--- src/rtl/sigma_window_alarm_pkg.sv ---
// Shared definitions for the sigma window alarm: default widths, alarm
// state encoding and the log2 helper used to size the averaging window.
package sigma_pkg;

    localparam int SUM_W_DEF = 12;
    localparam int OUT_W_DEF = 8;

    typedef enum logic [1:0] {
        IDLE,
        NORMAL,
        ALARM
    } alarm_state_t;

    // Ceiling log2 for small window lengths (up to 16).
    function automatic int log2_depth(input int depth);
        int r;
        r = 0;
        for (int i = 0; i < 5; i++) begin
            if ((1 << i) < depth) r = i + 1;
        end
        return r;
    endfunction

endpackage

--- src/rtl/sigma_window_alarm_mavg.sv ---
// Moving average over the last DEPTH accepted means, kept as a shift
// register plus a running sum so each update costs one add and one subtract.
module sigma_mavg
    import sigma_pkg::*;
#(
    parameter int DEPTH = 4,
    parameter int OUT_W = OUT_W_DEF
) (
    input  logic             clk,
    input  logic             res,
    input  logic [OUT_W-1:0] mean,
    input  logic             accept,
    output logic [OUT_W-1:0] avg,
    output logic             valid
);

    localparam int LG     = log2_depth(DEPTH);
    localparam int ACC_W  = OUT_W + LG;
    localparam int FILL_W = LG + 1;

    logic [OUT_W-1:0]  win [DEPTH];
    logic [ACC_W-1:0]  acc;
    logic [FILL_W-1:0] fill;

    // Empty slots hold zero, so the sum stays exact while the window fills.
    always_ff @(posedge clk) begin
        if (res) begin
            for (int i = 0; i < DEPTH; i++) win[i] <= '0;
            acc   <= '0;
            fill  <= '0;
            valid <= 1'b0;
        end else if (accept) begin
            win[0] <= mean;
            for (int i = 1; i < DEPTH; i++) win[i] <= win[i-1];
            acc <= acc + ACC_W'(mean) - ACC_W'(win[DEPTH-1]);
            if (fill != FILL_W'(DEPTH)) fill <= fill + FILL_W'(1);
            if (fill == FILL_W'(DEPTH - 1)) valid <= 1'b1;
        end
    end

    assign avg = OUT_W'(acc >> LG);

endmodule

--- src/rtl/sigma_window_alarm.sv ---
// Scales strobed block sums to per-sample means, averages them over a window
// and drives a hysteretic level alarm. Define SIGMA_ROUND_EN for round-half-up scaling.
module sigma_window_alarm
    import sigma_pkg::*;
#(
    parameter int SUM_W = SUM_W_DEF,
    parameter int OUT_W = OUT_W_DEF,
    parameter int DEPTH = 4,
    parameter int TH_HI = 200,
    parameter int TH_LO = 150,
    parameter int HOLD  = 3
) (
    input  logic             clk,
    input  logic             res,
    input  logic [SUM_W-1:0] sum_in,
    input  logic             syn_in,
    output logic [OUT_W-1:0] mean_out,
    output logic [OUT_W-1:0] avg_out,
    output logic             syn_out,
    output logic             avg_valid,
    output logic             alarm
);

`ifdef SIGMA_ROUND_EN
    localparam int ROUND_BIAS = 8;
`else
    localparam int ROUND_BIAS = 0;
`endif
    localparam int MEAN_MAX = (1 << OUT_W) - 1;

    logic [SUM_W:0]   biased;
    logic [SUM_W:0]   shifted;
    logic [OUT_W-1:0] mean_scaled;
    logic [OUT_W-1:0] mean_s1;
    logic [OUT_W-1:0] mavg_avg;
    logic             s1_valid;
    logic             mavg_valid;
    logic             hi;
    logic             lo;
    logic [3:0]       run_cnt;
    logic [3:0]       run_inc;
    alarm_state_t     state;

    // One extra bit keeps the rounding bias from wrapping near full scale.
    assign biased      = {1'b0, sum_in} + (SUM_W+1)'(ROUND_BIAS);
    assign shifted     = biased >> 4;
    assign mean_scaled = (shifted > (SUM_W+1)'(MEAN_MAX)) ? OUT_W'(MEAN_MAX)
                                                          : shifted[OUT_W-1:0];

    always_ff @(posedge clk) begin
        if (res) begin
            s1_valid <= 1'b0;
            mean_s1  <= '0;
        end else begin
            s1_valid <= syn_in;
            if (syn_in) mean_s1 <= mean_scaled;
        end
    end

    sigma_mavg #(
        .DEPTH (DEPTH),
        .OUT_W (OUT_W)
    ) u_mavg (
        .clk    (clk),
        .res    (res),
        .mean   (mean_scaled),
        .accept (syn_in),
        .avg    (mavg_avg),
        .valid  (mavg_valid)
    );

    assign hi      = (mavg_avg >= OUT_W'(TH_HI));
    assign lo      = (mavg_avg <= OUT_W'(TH_LO));
    assign run_inc = run_cnt + 4'd1;

    // The update that fills the window leaves IDLE and is judged as NORMAL at once.
    always_ff @(posedge clk) begin
        if (res) begin
            state     <= IDLE;
            run_cnt   <= '0;
            mean_out  <= '0;
            avg_out   <= '0;
            syn_out   <= 1'b0;
            avg_valid <= 1'b0;
            alarm     <= 1'b0;
        end else begin
            syn_out <= s1_valid;
            if (s1_valid) begin
                mean_out  <= mean_s1;
                avg_out   <= mavg_avg;
                avg_valid <= mavg_valid;
                case (state)
                    IDLE, NORMAL: begin
                        if (state == NORMAL || mavg_valid) begin
                            if (!hi) begin
                                state   <= NORMAL;
                                run_cnt <= '0;
                            end else if (run_inc == 4'(HOLD)) begin
                                state   <= ALARM;
                                run_cnt <= '0;
                                alarm   <= 1'b1;
                            end else begin
                                state   <= NORMAL;
                                run_cnt <= run_inc;
                            end
                        end
                    end
                    ALARM: begin
                        if (lo) begin
                            state   <= NORMAL;
                            run_cnt <= '0;
                            alarm   <= 1'b0;
                        end
                    end
                    default: begin
                        state   <= IDLE;
                        run_cnt <= '0;
                        alarm   <= 1'b0;
                    end
                endcase
            end
        end
    end

endmodule
--- config.mk ---
export PLATFORM = sky130hd
export DESIGN_NAME = sigma_window_alarm
export DESIGN_NICKNAME = d
export VERILOG_FILES = /design/src/rtl/sigma_window_alarm_pkg.sv /design/src/rtl/sigma_window_alarm_mavg.sv /design/src/rtl/sigma_window_alarm.sv
export SDC_FILE = /design/constraint.sdc
export NUM_CORES = 1
export LEC_CHECK = 0
export CAP_MARGIN = 20
export CORE_ASPECT_RATIO = 1.25
export CORE_UTILIZATION = 51
export CTS_CLUSTER_SIZE = 8
export DETAILED_ROUTE_END_ITERATION = 8
export GPL_ROUTABILITY_DRIVEN = 0
export PLACE_DENSITY = 0.82
export SETUP_SLACK_MARGIN = 0.2
export SLEW_MARGIN = 10
export SYNTH_ARGS = -nofsm -noshare
export SYNTH_HDL_FRONTEND = slang
export SYNTH_SLANG_ARGS = --single-unit
--- constraint.sdc ---
create_clock -name clk -period 3.82 [get_ports clk]
set_clock_uncertainty 0.2 [all_clocks]
set_input_delay 0.573 -clock clk [delete_from_list [all_inputs] [get_ports clk]]
set_output_delay 0.573 -clock clk [all_outputs]
set_load 0.1 [all_outputs]
==> summary.md <==
• Reg clk slew, reported paths: 0.08 ns
• number of antenna violations at the first check in global routing: 0
• part of the Yosys area used for sequential elements: 0.513
• part of the total power dissipated in the clock network: 0.259
• number of slew-limit violations in the final report: 0
• area share of the largest cell type after synthesis: 0.256
• Fmax: 326 MHz
• number of detailed-routing iterations run before antenna repair: 4
• HPWL reported at the end of detailed placement: 4.79 mm
• number of global-route vias before repair: 2552
• Pwr per Cell Area: 526 nW/µm²
• first-pass GRT wire length: 11.6 mm
• core area: 7020 µm²
• final hold violations: 0
• number of nets with antenna violations after routing: 0
• overall overflow remaining after global route: 0
• number of buffers added by the clock tree synthesis step: 9
• count of maximum capacitance violations: 0
• area of the die: 7700 µm²
• crit share post-route: 0.803
• Arrival @ worst endpoint: 3.11 ns
• number of violations reported at the end of detailed-routing iteration 0: 84
• average footprint of a synthesized cell: 10.4 µm²
• number of inserted filler cells in the final layout: 581
• setup violation total in the final timing report: 0
• Crit path max-delay family: compound AO/OA/AOI/OAI gates
• number of instances in the synthesized netlist: 360
• Ports: 34
• number of diodes added for antenna fixing: 0
• Int Pwr: 1.50 mW
• Yosys warning count: 0
• cell with the biggest individual delay on the critical path: fa_1
• worst path cell trace: clkdlybuf4s50_1 -> inv_1 -> fa_1 -> inv_1 -> ha_1 -> a211oi_1 -> o21ai_0 -> nand2_1 -> a2111o_1 -> o311ai_0
• DIE WIDTH: 78.7 µm
• via count: 2638
• Switching Power: 0.771 mW
• largest net degree at the start of global routing: 38
• highest-count cells in the layout ignoring fill and taps: 48 x dfxtp_1, 42 x nor2_1, 41 x inv_1
• required time at the worst-slack endpoint: 3.86 ns
• unique cell type count in the Yosys netlist: 45
• initial cell density of the core: 0.534
• capturing element type of the critical path: register
• Max transition margin: 0.353
• Leak: 1.83 nW
• maximum clock path buffer count: 2
• standard-cell row count: 34
• Area growth syn-to-layout: 15.2%
• cell at the root of the clock tree: clkbuf_8
• non-filler instance count after layout: 486
• class of the most critical hold timing path: register to register
• Chip Height: 97.8 µm
• category of the worst setup path launch point: primary input
• result of the run: completed
• most prevalent standard cell on the critical path: inv_1
• predominant post-synthesis flop cell: dfxtp_1
• Gates resized, CTS repair: 0
• number of buffers added for setup after CTS: 0
• net count reported at finish: 431
• largest area contributor in the netlist: dfxtp_1
• final routed DRC violation total: 0
• Overall Global Routing Usage: 0.196
• share of power burned in combinational logic: 0.289
• post-synth net total: 400
• most common cell after layout, fill and taps aside: dfxtp_1
• setup TNS: 0 ns
• Clock Sink Count: 80
• average routed wire per standard cell: 14.0 µm
• critical setup path kind: primary input to register
• number of enable flip-flop cells after synthesis: 32
• share of synthesized registers carrying an async set or reset: 0
• Worst VDD drop: 0.000375 V
• delay of the slowest cell on the worst path: 0.60 ns
• via density per instance: 5.43
• unrepaired setup endpoints after global routing: false
• number of buffers inserted by hold repair at cts: 0
• fraction of power spent switching nets: 0.339
• cell count after placement: 470
• clock latency on the worst-skew pair: 0.35 ns
• worst-margin pin slew: 0.967 ns
• post-route worst hold slack: 0.260 ns
• CTS tree: done
• share of layout cells above drive strength 1: 0.0606
• shortest period the worst path allows: 3.07 ns
• number of buffers and inverters on the critical path: 3
• post-synthesis instance area: 3750 µm²
• Crit Path Max Fanout: 2
• H-Tree Depth: 3
• #FFs+latches synth: 80
• total routed wirelength: 6.81 mm
• fraction of power consumed by sequential logic: 0.452
• Area contributors post-synth: dfxtp_1 26%, edfxtp_1 26%, ha_1 5.7%
• count of input and output buffers: 29
Yosys cell counts (all sizes together), types with 2 or more instances:
master	count
nand4	2
nand2	10
nand3	5
clkbuf	8
nor3	14
nor2	42
buf	6
or4b	2
o21a	3
edfxtp	32
dfxtp	48
fa	8
a21oi	13
a21o	13
ha	17
nor4	3
a31oi	4
nor2b	4
a211oi	7
or4	2
o21ai	7
o22ai	2
o31ai	4
and2	25
nand2b	2
inv	41
mux2i	20
worst paths after layout:
path	slack [ns]	startpoint	cells past startpoint	endpoint
hold / removal	0.26	mean_s1[1]	1	mean_s1[1]
setup reg to reg	1.02	u_mavg.acc[3]	9	u_mavg.acc[7]
hold reg to reg	0.26	mean_s1[1]	1	mean_s1[1]
setup / recovery	0.75	sum_in[5]	10	u_mavg.acc[7]
power groups by stage:
stage                     Sequential [mW]  Combinational (mW)  Clock, mW
after detailed placement             1.05               0.648          0
after global placement               1.04               0.624          0
after floorplan                      1.10               0.450          0
final                                1.03               0.657      0.588
after CTS                            1.03               0.658      0.606
after global routing                 1.04               0.742      0.639
metal layers:
layer | part of all wire | GRT usage | vias to the layer above
li1 | - | - | 1305
met1 | 0.44 | 0.235 | 1272
met2 | 0.51 | 0.330 | 46
met3 | 0.033 | 0.0449 | 15
met4 | 0.020 | 0.0926 | 0
met5 | 0 | 0 | -
worst register-to-register path: cells and delay by family (launching register included):
kind,cells,cell delay [ns]
simple gates,1,0.12
flops,1,0.43
compound gates,4,0.96
buf+inv,2,0.15
fa+ha+maj,2,0.83
logic make-up after synthesis:
group                      Yosys count  synth area share
and+or+nand+nor                    116             0.162
AOI/OAI and AO/OA                   63             0.115
xor gates and xnor gates             1           0.00234
adders and majority gates           25            0.0995
muxes                               20            0.0534
buffers and inverters               55            0.0551
DFF                                 80             0.513
registers in the layout (all words and copies together) (netlist names):
name          flops
mean_out          8
u_mavg.valid      1
u_mavg.acc       10
run_cnt           4
avg_valid         1
u_mavg.win       32
s1_valid          1
syn_out           1
avg_out           8
state             2
u_mavg.fill       3
mean_s1           8
alarm             1
per-stage QoR:
stage | utilization | instance area (µm²) | worst slack (ns) | total power [mW]
after floorplan | - | 3750 | 1.03 | 1.55
after global placement | 0.588 | 4130 | 0.427 | 1.67
after detailed placement | 0.588 | 4130 | 0.404 | 1.69
after CTS | 0.615 | 4320 | 0.767 | 2.29
after global routing | 0.615 | 4320 | 0.610 | 2.42
final | 0.615 | 4320 | 0.753 | 2.27
layout make-up:
class	instances	area, µm²	area share
clock buffers	11	153	0.0354
clock inverters	5	35.0	0.00811
inverters	41	154	0.0356
multi-input cells	225	1620	0.375
flip-flops and latches	80	1920	0.445
well taps	90	113	0.0261
repair buffers	34	323	0.0748
No activity file was read; power rests on OpenSTA's default activity.
